[config.mk]
export PLATFORM = sky130hd
export DESIGN_NAME = fifo_umbral_flat
export DESIGN_NICKNAME = d
export VERILOG_FILES = /design/src/rtl/fifo_umbral_pkg.sv /design/src/rtl/fifo_umbral_if.sv /design/src/rtl/fifo_umbral_memoria_fifo.sv /design/src/rtl/fifo_umbral.sv /design/src/flat_wrapper.sv
export SDC_FILE = /design/constraint.sdc
export NUM_CORES = 1
export LEC_CHECK = 0
export CAP_MARGIN = 10
export CORE_ASPECT_RATIO = 1.2
export CORE_MARGIN = 2
export CORE_UTILIZATION = 53
export CTS_BUF_LIST = sky130_fd_sc_hd__clkbuf_4
export DETAILED_ROUTE_END_ITERATION = 7
export PLACE_DENSITY = 0.85
export SLEW_MARGIN = 5
export SYNTH_ARGS = -nofsm -noshare
export SYNTH_HDL_FRONTEND = slang
export SYNTH_HIERARCHICAL = 1
export SYNTH_SLANG_ARGS = --single-unit
[constraint.sdc]
create_clock -name clk -period 2.1 [get_ports clk]
set_clock_uncertainty 0.2 [all_clocks]
set_input_delay 0.42 -clock clk [delete_from_list [all_inputs] [get_ports clk]]
set_output_delay 0.42 -clock clk [all_outputs]
set_load 0.01 [all_outputs]
[src/rtl/fifo_umbral_pkg.sv]
// Shared constants for the threshold FIFO: default geometry, reset thresholds,
// threshold width and the clamp applied to incoming thresholds.
package fifo_umbral_pkg;

  localparam int DEF_DATA_WIDTH = 6;
  localparam int DEF_ADDR_WIDTH = 3;
  localparam int DEF_ALTO       = 6;
  localparam int DEF_BAJO       = 2;
  localparam int UMBRAL_W       = 4;
  localparam int FIFO_DEPTH     = 1 << DEF_ADDR_WIDTH;

  // Per-cycle occupancy change, derived from the accepted push/pop pair
  typedef enum logic [1:0] {
    OP_IDLE = 2'b00,
    OP_PUSH = 2'b01,
    OP_POP  = 2'b10,
    OP_BOTH = 2'b11
  } fifo_op_e;

  // Thresholds above the depth can never be reached, so they saturate at it
  function automatic logic [UMBRAL_W-1:0] clamp_umbral(input logic [UMBRAL_W-1:0] v);
    logic [UMBRAL_W-1:0] lim;
    lim = UMBRAL_W'(FIFO_DEPTH);
    return (v > lim) ? lim : v;
  endfunction

endpackage

[src/rtl/fifo_umbral_if.sv]
// Write/read handshake bundle of the threshold FIFO; master is the traffic
// source/sink, slave is the FIFO itself.
interface fifo_umbral_if #(
  parameter int DATA_WIDTH = 6
);
  logic                  push;
  logic [DATA_WIDTH-1:0] data_in;
  logic                  pop;
  logic [DATA_WIDTH-1:0] data_out;
  logic                  valid_out;

  modport master (
    output push, data_in, pop,
    input  data_out, valid_out
  );

  modport slave (
    input  push, data_in, pop,
    output data_out, valid_out
  );
endinterface

[src/rtl/fifo_umbral_memoria_fifo.sv]
// Storage for the threshold FIFO: register array with a synchronous write port
// and a registered, enabled read port. Contents survive reset; the read register does not.
module memoria_fifo #(
  parameter int DATA_WIDTH = 6,
  parameter int ADDR_WIDTH = 3
) (
  input  logic                  clk,
  input  logic                  reset,
  input  logic                  wr_en,
  input  logic [ADDR_WIDTH-1:0] wr_addr,
  input  logic [DATA_WIDTH-1:0] wr_data,
  input  logic                  rd_en,
  input  logic [ADDR_WIDTH-1:0] rd_addr,
  output logic [DATA_WIDTH-1:0] rd_data
);

  localparam int DEPTH = 1 << ADDR_WIDTH;

  logic [DATA_WIDTH-1:0] mem_q [DEPTH];
  logic [DATA_WIDTH-1:0] mem_d [DEPTH];
  logic [DATA_WIDTH-1:0] rd_data_q;
  logic [DATA_WIDTH-1:0] rd_data_d;

  always_comb begin
    mem_d = mem_q;
    if (wr_en) begin
      mem_d[wr_addr] = wr_data;
    end
  end

  // Read sees the pre-write contents, so a full FIFO doing push+pop on the
  // same slot still returns the oldest entry.
  always_comb begin
    rd_data_d = rd_data_q;
    if (rd_en) begin
      rd_data_d = mem_q[rd_addr];
    end
  end

  always_ff @(posedge clk) begin
    mem_q <= mem_d;
  end

  always_ff @(posedge clk) begin
    if (!reset) begin
      rd_data_q <= '0;
    end else begin
      rd_data_q <= rd_data_d;
    end
  end

  assign rd_data = rd_data_q;

endmodule

[src/rtl/fifo_umbral.sv]
// Synchronous FIFO with latched almost-full/almost-empty thresholds and a
// sticky overflow/underflow flag; all status outputs decode registered state.
module fifo_umbral
  import fifo_umbral_pkg::*;
#(
  parameter int DATA_WIDTH = DEF_DATA_WIDTH,
  parameter int ADDR_WIDTH = DEF_ADDR_WIDTH,
  parameter int ALTO_DEF   = DEF_ALTO,
  parameter int BAJO_DEF   = DEF_BAJO
) (
  input  logic                clk,
  input  logic                reset,
  input  logic                init,
  input  logic [UMBRAL_W-1:0] umbral_alto,
  input  logic [UMBRAL_W-1:0] umbral_bajo,
  fifo_umbral_if.slave        bus,
  output logic                fifo_empty,
  output logic                fifo_full,
  output logic                almost_full,
  output logic                almost_empty,
  output logic                fifo_error,
  output logic [ADDR_WIDTH:0] count
);

  localparam int CNT_W = ADDR_WIDTH + 1;
  localparam int DEPTH = 1 << ADDR_WIDTH;
  localparam logic [CNT_W-1:0]    DEPTH_C  = CNT_W'(DEPTH);
  localparam logic [UMBRAL_W-1:0] ALTO_RST = clamp_umbral(UMBRAL_W'(ALTO_DEF));
  localparam logic [UMBRAL_W-1:0] BAJO_RST = clamp_umbral(UMBRAL_W'(BAJO_DEF));

  logic [ADDR_WIDTH-1:0] wr_ptr_q, wr_ptr_d;
  logic [ADDR_WIDTH-1:0] rd_ptr_q, rd_ptr_d;
  logic [CNT_W-1:0]      count_q, count_d;
  logic [UMBRAL_W-1:0]   alto_q, alto_d;
  logic [UMBRAL_W-1:0]   bajo_q, bajo_d;
  logic                  valid_q, valid_d;
  logic                  error_q, error_d;

  logic                  empty_w;
  logic                  full_w;
  logic                  pop_ok;
  logic                  push_ok;
  logic                  overflow;
  logic                  underflow;
  fifo_op_e              op;
  logic [DATA_WIDTH-1:0] rd_data;

  assign empty_w = (count_q == '0);
  assign full_w  = (count_q == DEPTH_C);

  // A pop frees a slot in the same edge, so a full FIFO still takes a push alongside it
  always_comb begin
    pop_ok    = bus.pop && !empty_w;
    push_ok   = bus.push && (!full_w || pop_ok);
    overflow  = bus.push && full_w && !bus.pop;
    underflow = bus.pop && empty_w;
    op        = fifo_op_e'({pop_ok, push_ok});
  end

  always_comb begin
    wr_ptr_d = wr_ptr_q;
    rd_ptr_d = rd_ptr_q;
    count_d  = count_q;
    if (push_ok) begin
      wr_ptr_d = wr_ptr_q + 1'b1;
    end
    if (pop_ok) begin
      rd_ptr_d = rd_ptr_q + 1'b1;
    end
    unique case (op)
      OP_PUSH: count_d = count_q + 1'b1;
      OP_POP:  count_d = count_q - 1'b1;
      default: count_d = count_q;
    endcase
  end

  always_comb begin
    alto_d  = alto_q;
    bajo_d  = bajo_q;
    valid_d = pop_ok;
    error_d = error_q || overflow || underflow;
    if (init) begin
      alto_d = clamp_umbral(umbral_alto);
      bajo_d = clamp_umbral(umbral_bajo);
    end
  end

  always_ff @(posedge clk) begin
    if (!reset) begin
      wr_ptr_q <= '0;
      rd_ptr_q <= '0;
      count_q  <= '0;
      alto_q   <= ALTO_RST;
      bajo_q   <= BAJO_RST;
      valid_q  <= 1'b0;
      error_q  <= 1'b0;
    end else begin
      wr_ptr_q <= wr_ptr_d;
      rd_ptr_q <= rd_ptr_d;
      count_q  <= count_d;
      alto_q   <= alto_d;
      bajo_q   <= bajo_d;
      valid_q  <= valid_d;
      error_q  <= error_d;
    end
  end

  memoria_fifo #(
    .DATA_WIDTH (DATA_WIDTH),
    .ADDR_WIDTH (ADDR_WIDTH)
  ) u_memoria (
    .clk     (clk),
    .reset   (reset),
    .wr_en   (push_ok),
    .wr_addr (wr_ptr_q),
    .wr_data (bus.data_in),
    .rd_en   (pop_ok),
    .rd_addr (rd_ptr_q),
    .rd_data (rd_data)
  );

  assign bus.data_out  = rd_data;
  assign bus.valid_out = valid_q;

  assign fifo_empty   = empty_w;
  assign fifo_full    = full_w;
  assign almost_full  = (count_q >= alto_q);
  assign almost_empty = (count_q <= bajo_q);
  assign fifo_error   = error_q;
  assign count        = count_q;

endmodule
[src/flat_wrapper.sv]
// flat-port wrapper written by rule: the top's interface ports become plain ports
module fifo_umbral_flat import fifo_umbral_pkg::*;
#(
  parameter int DATA_WIDTH = DEF_DATA_WIDTH,
  parameter int ADDR_WIDTH = DEF_ADDR_WIDTH,
  parameter int ALTO_DEF   = DEF_ALTO,
  parameter int BAJO_DEF   = DEF_BAJO
)
  (clk, reset, init, umbral_alto, umbral_bajo, fifo_empty, fifo_full, almost_full, almost_empty, fifo_error, count, bus_push, bus_data_in, bus_pop, bus_data_out, bus_valid_out);
  fifo_umbral_if #(.DATA_WIDTH(DATA_WIDTH)) bus_i ();
  input  logic clk;
  input  logic reset;
  input  logic init;
  input  logic [UMBRAL_W-1:0] umbral_alto;
  input  logic [UMBRAL_W-1:0] umbral_bajo;
  output logic fifo_empty;
  output logic fifo_full;
  output logic almost_full;
  output logic almost_empty;
  output logic fifo_error;
  output logic [ADDR_WIDTH:0] count;
  input wire logic [$bits(bus_i.push)-1:0] bus_push;
  input wire logic [$bits(bus_i.data_in)-1:0] bus_data_in;
  input wire logic [$bits(bus_i.pop)-1:0] bus_pop;
  output wire logic [$bits(bus_i.data_out)-1:0] bus_data_out;
  output wire logic [$bits(bus_i.valid_out)-1:0] bus_valid_out;
  assign bus_i.push = bus_push;
  assign bus_i.data_in = bus_data_in;
  assign bus_i.pop = bus_pop;
  assign bus_data_out = bus_i.data_out;
  assign bus_valid_out = bus_i.valid_out;
  fifo_umbral #(.DATA_WIDTH(DATA_WIDTH), .ADDR_WIDTH(ADDR_WIDTH), .ALTO_DEF(ALTO_DEF), .BAJO_DEF(BAJO_DEF)) u_core (.clk(clk), .reset(reset), .init(init), .umbral_alto(umbral_alto), .umbral_bajo(umbral_bajo), .bus(bus_i), .fifo_empty(fifo_empty), .fifo_full(fifo_full), .almost_full(almost_full), .almost_empty(almost_empty), .fifo_error(fifo_error), .count(count));
endmodule
### Yosys cells after proc, flatten, opt, wreduce, memory -nomap -nowiden

Cells that the tools add are included.

| word-level totals | value |
|---|---|
| output and inout port bits | 16 |
| bits in registers | 74 |
| input port bits | 19 |
| word-level logic and storage cells | 55 |

| cells by class | value |
|---|---|
| bitwise logic cells | 2 |
| reductions and logical operators | 14 |
| $add $sub $neg | 4 |
| order comparisons | 7 |
| mux-type cells | 9 |
| eq/ne operators | 3 |

Operator list:

| kind | count |
|---|---|
| $bwmux 48 | 1 |
| $bmux 6 s3 | 1 |
| $demux 6 s3 | 1 |
| $mux 6 | 3 |
| $ge 4x4->1 const B | 2 |
| $gt 4x4->1 const B | 2 |
| $mux 4 | 2 |
| $not 3->4 | 2 |
| $pmux 4 s2 | 1 |
| $add 3x1->3 const B | 2 |
| $logic_and 1x1->1 | 6 |
| $add 4x1->4 const B | 1 |
| $eq 4x4->1 const B | 1 |
| $ge 4x4->1 | 1 |
| $le 4x4->1 | 1 |
| $logic_not 4->1 | 1 |
| $lt 4x1->1 const B | 1 |
| $sub 4x1->4 const B | 1 |
| $logic_not 1->1 | 3 |
| $logic_or 1x1->1 | 3 |
| $eq 2x1->1 const B | 1 |
| $eq 2x2->1 const B | 1 |
| $reduce_bool 2->1 | 1 |

### Depth between registers and ports, before layout

Gate-level depths: netlist of run 1.

| depth | value |
|---|---|
| depth in word-level cells | 7 |
| gate-level depth with buffers | 9 |
| gate-level depth less buffers | 8 |

### By module

Netlist of run 1, hierarchy kept.

Modules (own cells, without submodules):

| module | seq. area each (um2) | instances | area an instance (um2) | cells an instance |
|---|---|---|---|---|
| memoria_fifo | 1,561.5 | 1 | 2,108.3 | 123 |
| fifo_umbral | 400.4 | 1 | 1,197.4 | 129 |

### Worst setup path before layout of run 1

Ideal clock, no wire load.

| timing path | value |
|---|---|
| path kind | reg-to-output |
| start | register u_core.count_q[0] (netlist: u_core/count[0]) |
| end | output almost_full |
| slack | -105 ps |
| buffers on the path | 0 |
| arrival | 1,585 ps |
| cell stages (with the launch flop) | 7 |
| required time | 1,480 ps |
| cells stage by stage | dfxtp_1 > inv_1 > ha_1 > nand2b_1 > a21o_1 > a21o_1 > a21o_1 |

| between the ends | value |
|---|---|
| longest elaborated chain between the ends | 1 |

RTL lines:

| item | RTL line | RTL |
|---|---|---|
| start: declaration | fifo_umbral.sv:33 | `logic [CNT_W-1:0] count_q, count_d;` |
| start signal: assignment | fifo_umbral.sv:100 | `count_q <= count_d;` |
| $ge 4x4->1 | fifo_umbral.sv:127 | `assign almost_full = (count_q >= alto_q);` |
| end: declaration | flat_wrapper.sv:18 | `output logic almost_full;` |

No other way between the ends.

### Final worst setup path of run 1

| timing path | value |
|---|---|
| start | register u_core.bajo_q[1] |
| end | output almost_empty |

| between the ends | value |
|---|---|
| longest elaborated chain between the ends | 1 |

RTL lines:

| item | RTL line | RTL |
|---|---|---|
| start: declaration | fifo_umbral.sv:35 | `logic [UMBRAL_W-1:0] bajo_q, bajo_d;` |
| start signal: assignment | fifo_umbral.sv:102 | `bajo_q <= bajo_d;` |
| $le 4x4->1 | fifo_umbral.sv:128 | `assign almost_empty = (count_q <= bajo_q);` |
| end: declaration | flat_wrapper.sv:19 | `output logic almost_empty;` |

No other way between the ends.

==> impl_metrics.toml, run 1 <==
[floorplanning]
chipHeight_um = 90.52
starting_density_pct = 54.63
io_pins = 35
core_area_um2 = 6051
die_area_um2 = 6888
rows = 31
die-width_um = 76.10

[yosys]
synth.most_common_cell = "sky130_fd_sc_hd__edfxtp_1"
netlist_instances = 252
synth_top_area_share_pct = 43.60
synth.lib_cells_used.distinct = 41
number_of_enable_type_register_cells_in_the_synthesized_netlist = 48
synth.cell_area_um2 = 3306
synth_nets = 282
ys_warn_count = 6
synth_top_flop_cell = "sky130_fd_sc_hd__edfxtp_1"
seq_area_frac_synth_pct = 59.35
yosys.area.top_type = "sky130_fd_sc_hd__edfxtp_1"
ys_async_sr_fraction_pct = 0
syn_area_per_cell_um2 = 13.12
synth_top_cells_by_count = "sky130_fd_sc_hd__edfxtp_1, sky130_fd_sc_hd__dfxtp_1, sky130_fd_sc_hd__mux2i_1, sky130_fd_sc_hd__mux2_2, sky130_fd_sc_hd__nand2_1"
synth_seq_cells = 74
synth.area.top_cells = "sky130_fd_sc_hd__edfxtp_1, sky130_fd_sc_hd__dfxtp_1, sky130_fd_sc_hd__mux2i_1, sky130_fd_sc_hd__ha_1, sky130_fd_sc_hd__mux2_2"

[clock_tree]
clock_tree_root_buffer_cell = "sky130_fd_sc_hd__clkbuf_4"
clk_transition_reported_paths_ps = 130
tritoncts = "yes"
cts_inserted_buffers = 9
clock_latency_ps = 430
post_cts_hold_buffer_count = 0
clock-sinks = 74
htree_levels = 3
clock_path_buffers = 2

[routing]
post-route-drc-count = 0
drtAntennaViolNets = 0
detail_route.iter0.violations = 146
finalWirelength_um = 6860
dr_total_vias = 2210
detail_route.wl_per_cell_um = 16.73
detail_route.first_pass.iterations = 4
detail_route.vias_per_cell = 5.390

[setup_path]
worstRegToRegCells = 10
max_stage_delay_cell_worst_path = "sky130_fd_sc_hd__dfxtp_2"
endpoint_kind = "output port"
critPathKind = "flop to output port"
critical_r2r_capture = "u_core/count[2]$_SDFFE_PN0P_"
crit_end = "almost_empty"
crit_required_ps = 1480
cp_common_cell = "sky130_fd_sc_hd__o21a_1"
regToRegSetupSlack_ps = -130
cp-startpoint = "u_core/bajo_q[1]$_SDFFE_PN1P_"
start_kind = "flop"
cp_slowest_stage_delay_ps = 340
critPathMaxFanout = 2
timing.critical_path.arrival_ps = 1770
path_cells = "inv_2 -> ha_4 -> nor2b_1 -> o21a_1 -> o21a_1 -> o21ai_1 -> buf_2"
worst_r2r_startpoint = "u_core/count[1]$_SDFFE_PN0P_"

[global_routing]
initial_antenna_violation_count = 0
largest_net_degree_at_the_start_of_global_routing = 27
grt_util_met3_pct = 5.000
globalRoute.busiestLayer = "met2"
grtUsageMet2_pct = 38.47
grt_pass1_vias = 2245
global_route_wire_length_before_repair_um = 10700
grt_remaining_overflow = 0
grtUsageMet1_pct = 21.44
groute.usage.overall_pct = 20.21

[sta]
final_hold_viol_count = 0
tightest_slew_ps = 475.5
clock.fmax_mhz = 417.6
worst_slew_margin_rel_pct = 68.23
final-max-slew-violation-count = 0
grt_setup_unrepaired = "true"
finalSetupViolations = 3
final.hold.worst_slack_ps = 304.3
setup_tns_ps = -693.3
finalCriticalPeriod_ps = 2395
postLayoutSetupSlackWorst_ps = -294.5
layout_worst_path_cycle_share_pct = 114.0

[placement]
place.port_buffers = 34
finalWeightedCongestion = 0.7851
hpwl_um = 4597

[hold_path]
min_delay_path_class = "flop to flop"

[power_and_ir_drop]
p_leak_nw = 1.596
p_total_w = 0.004168
vdd_ir_drop_max_mv = 0.5332
pwr_density_cell_nw_per_um2 = 994.4

[layout]
num_antenna_cells = 0
layout.nets = 353
finalCoreUtilization_pct = 69.27
layout-area-overhead-vs-synth_pct = 26.80
drive_gt1_share_pct = 28.05

[status]
status = "complete, but fails checks"
violations = "negative setup slack"

[flow_run]
drv_cap = 0
## final cells by class
class	instances	area [um^2]
Tap cell	82	102.6
Clock inverter	7	67.56
Sequential cell	74	1968
Inverter	11	41.29
Clock buffer	9	67.56
Timing Repair Buffer	72	640.6
Multi-Input combinational cell	155	1304
Fill cell	431	1859
## how the worst min path moves through the flow
| stage | start | end | slack [ps] | cells after the start |
|---|---|---|---|---|
| final | u_core/fifo_error$_SDFF_PN0_ | u_core/fifo_error$_SDFF_PN0_ | 300 | 1 |
| after global placement | u_core/fifo_error$_SDFF_PN0_ | u_core/fifo_error$_SDFF_PN0_ | 250 | 1 |
| after CTS | u_core/fifo_error$_SDFF_PN0_ | u_core/fifo_error$_SDFF_PN0_ | 300 | 1 |
| after floorplan | u_core/alto_q[3]$_SDFFE_PN0P_ | u_core/alto_q[3]$_SDFFE_PN0P_ | 280 | 2 |
| after global routing | u_core/fifo_error$_SDFF_PN0_ | u_core/fifo_error$_SDFF_PN0_ | 310 | 1 |
| after detailed placement | u_core/fifo_error$_SDFF_PN0_ | u_core/fifo_error$_SDFF_PN0_ | 260 | 1 |
## routing by layer
layer,share of wire (%),up-vias,wire (um)
met5,0,-,0
met4,1.6,0,111
met3,4.2,11,290
met2,56,58,3821
met1,38,1059,2636
li1,-,1082,-
## worst max-delay path, delay by kind of cell (launching register included)
kind	cells	cell delay, ps
compound gates	3	460
buf+inv	2	200
simple gates	1	150
fa+ha+maj	1	190
flops	1	340
## state kept, by name, indices dropped and copies added (netlist names)
signal / count
u_core/u_memoria/mem_q: 48
u_core/u_memoria/rd_data: 6
u_core/alto_q: 4
u_core/bajo_q: 4
u_core/count: 4
u_core/rd_ptr_q: 3
u_core/wr_ptr_q: 3
u_core/bus.valid_out: 1
u_core/fifo_error: 1
## cells in the final DEF (no fill, tap or decap), drive strengths merged, types with 3 or more instances in the layout
cell           count
xnor2              7
nand2             12
o21ai              8
clkdlybuf4s50     26
o221ai             3
o21a               4
edfxtp            48
o22ai             10
clkinv             3
dfxtp             26
ha                11
mux2i             16
nand2b             8
a221o              6
dlygate4sd2        4
a21o               3
nor2               9
and2              11
inv               14
nor3               3
buf               42
mux2              12
clkbuf             9
nor2b              7
a21oi              7
## cells by family (layout without fill, tap and decap cells)
family / count (synthesis) / count (layout) / synth area share (%)
buf+inv: 23 / 99 / 4.163
compound gates: 49 / 49 / 11.28
simple gates: 59 / 59 / 9.993
fa+ha+maj: 11 / 11 / 4.163
xor+xnor: 8 / 8 / 2.120
flops: 74 / 74 / 59.35
mux: 28 / 28 / 8.933
## metrics by stage
step / setup slack (ps) / instance area [um^2] / std cells
after floorplan: -13.37 / 3316 / 252
after global placement: -268.0 / 3915 / 388
after detailed placement: -402.5 / 3915 / 388
after CTS: -333.7 / 4069 / 404
after global routing: -376.7 / 4192 / 410
final: -294.5 / 4192 / 410
## report_power, final
part	switching, W	internal [W]	total, W
combinational	0.000702	0.000838	0.00154
sequential	0.0000757	0.00168	0.00176
clock	0.000510	0.000363	0.000873
total	0.00129	0.00288	0.00417
## what timing repair did
action | CTS | global route
resized for setup | 28 | 19
setup endpoints to repair | 10 | 4
pin swaps | 4 | 10
setup buffers | 0 | 6
(Power assumes the default switching activity.)
==> run 2: changes to the inputs <==
--- a/config.mk
+++ b/config.mk
@@ -8,12 +8,11 @@
 export CAP_MARGIN = 10
 export CORE_ASPECT_RATIO = 1.2
 export CORE_MARGIN = 2
-export CORE_UTILIZATION = 53
+export CORE_UTILIZATION = 52
 export CTS_BUF_LIST = sky130_fd_sc_hd__clkbuf_4
 export DETAILED_ROUTE_END_ITERATION = 7
 export PLACE_DENSITY = 0.85
 export SLEW_MARGIN = 5
 export SYNTH_ARGS = -nofsm -noshare
 export SYNTH_HDL_FRONTEND = slang
-export SYNTH_HIERARCHICAL = 1
 export SYNTH_SLANG_ARGS = --single-unit
==> run 2 against run 1 <==
The flow still finishes with violations (negative setup slack). Power increased by 6.0%. Setup slack got worse by 47 ps. Maximum frequency decreased by 1.9%. Utilization increased by 0.95 points. Combinational power increased by 11%. Critical endpoint is now u_core.count[2]$_SDFFE_PN0P_. Largest power group unchanged.
==> impl_metrics.toml, run 2 <==
[global_routing]
global_route_wire_length_before_repair_um = 9487
initial_antenna_violation_count = 0
grt_pass1_vias = 1935
groute.usage.overall_pct = 19.70
grt_remaining_overflow = 0
largest_net_degree_at_the_start_of_global_routing = 28

[yosys]
synth_top_area_share_pct = 46.02
seq_area_frac_synth_pct = 62.64
syn_area_per_cell_um2 = 14.11
synth_nets = 254
synth_top_cells_by_count = "sky130_fd_sc_hd__edfxtp_1, sky130_fd_sc_hd__dfxtp_1, sky130_fd_sc_hd__ha_1, sky130_fd_sc_hd__mux4_2, sky130_fd_sc_hd__nand2_1"
synth.most_common_cell = "sky130_fd_sc_hd__edfxtp_1"
synth.lib_cells_used.distinct = 35
synth_top_flop_cell = "sky130_fd_sc_hd__edfxtp_1"
synth.area.top_cells = "sky130_fd_sc_hd__edfxtp_1, sky130_fd_sc_hd__dfxtp_1, sky130_fd_sc_hd__mux4_2, sky130_fd_sc_hd__ha_1, sky130_fd_sc_hd__mux2i_1"
number_of_enable_type_register_cells_in_the_synthesized_netlist = 48
synth.cell_area_um2 = 3132
netlist_instances = 222
yosys.area.top_type = "sky130_fd_sc_hd__edfxtp_1"
ys_async_sr_fraction_pct = 0
ys_warn_count = 0
synth_seq_cells = 74

[setup_path]
start_kind = "flop"
critical_r2r_capture = "u_core.count[2]$_SDFFE_PN0P_"
crit_required_ps = 2250
timing.critical_path.arrival_ps = 2590
endpoint_kind = "flop"
critPathKind = "flop to flop"
worstRegToRegCells = 9
critPathMaxFanout = 6
worst_r2r_startpoint = "u_core.count[1]$_SDFFE_PN0P_"
regToRegSetupSlack_ps = -340

[layout]
drive_gt1_share_pct = 28.04
n_fill_cell = 377
layout.nets = 323
mostFrequentLayoutCells = "sky130_fd_sc_hd__edfxtp_1, sky130_fd_sc_hd__clkdlybuf4s50_1, sky130_fd_sc_hd__buf_4"
largest_register = "u_core.u_memoria.mem_q"
final-seq-area_um2 = 1968
area_used_by_multi_input_combinational_logic_um2 = 1191
layout-area-overhead-vs-synth_pct = 28.77
num_antenna_cells = 0
stdcell_area_um2 = 4033
flip_flop_count_of_the_largest_register_after_layout = 48
mostFrequentLayoutCell = "sky130_fd_sc_hd__edfxtp_1"

[placement]
hpwl_um = 4146
finalWeightedCongestion = 0.7699
place.port_buffers = 34
dpl_worst_slack_ps = -576.1
placedInstanceArea_um2 = 3747

[clock_tree]
clock_latency_ps = 410
cts_inserted_buffers = 9
clock-sinks = 74
tritoncts = "yes"
post_cts_hold_buffer_count = 0
clock_tree_root_buffer_cell = "sky130_fd_sc_hd__clkbuf_4"
clk_transition_reported_paths_ps = 120
htree_levels = 3
clock_path_buffers = 2

[power_and_ir_drop]
p_leak_nw = 1.508
power.share.combinational_pct = 38.6
total_switching_power_w = 0.001407
power_frac_clock_pct = 20.2
power_switching_share_pct = 31.85
cell_internal_pwr_w = 0.003011
sequentialPowerShare_pct = 41.2
pwr_density_cell_nw_per_um2 = 1096
vdd_ir_drop_max_mv = 0.5451

[hold_path]
hold_path_end = "u_core.u_memoria.rd_data[1]$_SDFFE_PN0P_"
timing.hold.worst_path_depth = 2
min_delay_path_class = "flop to flop"
hold_path_startpoint = "u_core.u_memoria.rd_data[1]$_SDFFE_PN0P_"

[sta]
layout_worst_path_cycle_share_pct = 116.3
clock.fmax_mhz = 409.6
postLayoutSetupSlackWorst_ps = -341.4
finalSetupViolations = 9
grt_setup_unrepaired = "true"
final-max-slew-violation-count = 0
final_hold_viol_count = 0
finalCriticalPeriod_ps = 2441
worst_slew_margin_rel_pct = 77.35
tightest_slew_ps = 339.3

[routing]
dr_total_vias = 1979
detail_route.iter0.violations = 120
drtAntennaViolNets = 0
detail_route.wl_per_cell_um = 16.13
detail_route.first_pass.iterations = 4
finalWirelength_um = 6066
post-route-drc-count = 0
detail_route.vias_per_cell = 5.263

[status]
violations = "negative setup slack"
status = "complete, but fails checks"

[floorplanning]
chipHeight_um = 89.01
die_area_um2 = 6662
core_area_um2 = 5743
starting_density_pct = 54.53
die-width_um = 74.85
rows = 30
io_pins = 35

[flow_run]
drv_cap = 0
## run 2: kinds of logic after synthesis
kind of cell / share of synthesized area (%)
AO/OA/AOI/OAI: 7.911
XOR/XNOR: 1.958
adder cells (fa/ha/maj): 5.194
buffers and inverters: 2.477
flip-flops: 62.64
multiplexers: 10.55
AND/OR/NAND/NOR: 9.269
## run 2: critical path: stages (launching register included)
cell and delay (ps):
sky130_fd_sc_hd__dfxtp_4 390, sky130_fd_sc_hd__buf_6 140, sky130_fd_sc_hd__o41a_1 490, sky130_fd_sc_hd__ha_4 210
sky130_fd_sc_hd__xor2_2 160, sky130_fd_sc_hd__ha_2 180, sky130_fd_sc_hd__a21oi_2 120, sky130_fd_sc_hd__xor2_1 80
sky130_fd_sc_hd__or3_1 300, sky130_fd_sc_hd__a21boi_1 120
## run 2: worst max path at each step
stage	start	end	cells after the start
floorplan	u_core.count[1]$_SDFFE_PN0P_	u_core.count[2]$_SDFFE_PN0P_	10
global placement	bus_pop	u_core.count[2]$_SDFFE_PN0P_	10
detailed placement	bus_pop	u_core.count[2]$_SDFFE_PN0P_	10
CTS	u_core.count[0]$_SDFFE_PN0P_	u_core.count[2]$_SDFFE_PN0P_	10
global route	u_core.count[1]$_SDFFE_PN0P_	u_core.count[2]$_SDFFE_PN0P_	10
finish	u_core.count[1]$_SDFFE_PN0P_	u_core.count[2]$_SDFFE_PN0P_	9
## run 2: area by class of cell
cell class                      count  area share (%)
Clock buffer                        9           1.675
Clock inverter                      7           1.862
Inverter                           10          0.9308
Multi-Input combinational cell    130           29.54
Sequential cell                    74           48.81
Tap cell                           80           2.482
Timing Repair Buffer               66           14.71
## run 2: timing repair
| action | CTS | global route |
|---|---|---|
| pin swaps | 8 | 6 |
| setup buffers | 4 | 3 |
| resized for setup | 29 | 15 |
| setup endpoints to repair | 12 | 15 |
| cloned | 0 | 0 |
## run 2: metrics by stage
step                      TNS [ps]  hold WS, ps  instances  utilization [%]  total power (W)
after floorplan             -808.0        282.6        222                -         0.002677
after global placement      -10990        253.5        354            65.25         0.003298
after detailed placement    -14190        301.9        354            65.25         0.003350
after CTS                    -1667        332.7        373            68.71         0.004275
after global routing         -2594        364.5        376            70.22         0.004659
final                        -1906        331.8        376            70.22         0.004419
## run 2: metal layers
metal,global-route usage (%),wire [um],vias up,part of all wire (%)
met3,4.848,220,8,3.6
met4,8.766,104,0,1.7
met1,22.74,2465,962,41
met2,34.37,3275,41,54
met5,0,0,-,0
li1,-,-,968,-
## run 2: power groups by stage
stage / clock [W] / combinational [W] / sequential (W)
2_1_floorplan: 0 / 0.000767 / 0.00191
3_3_place_gp: 0 / 0.00146 / 0.00183
3_5_place_dp: 0 / 0.00151 / 0.00184
4_1_cts: 0.000911 / 0.00155 / 0.00182
5_1_grt: 0.000961 / 0.00186 / 0.00184
6_report: 0.000892 / 0.00171 / 0.00182
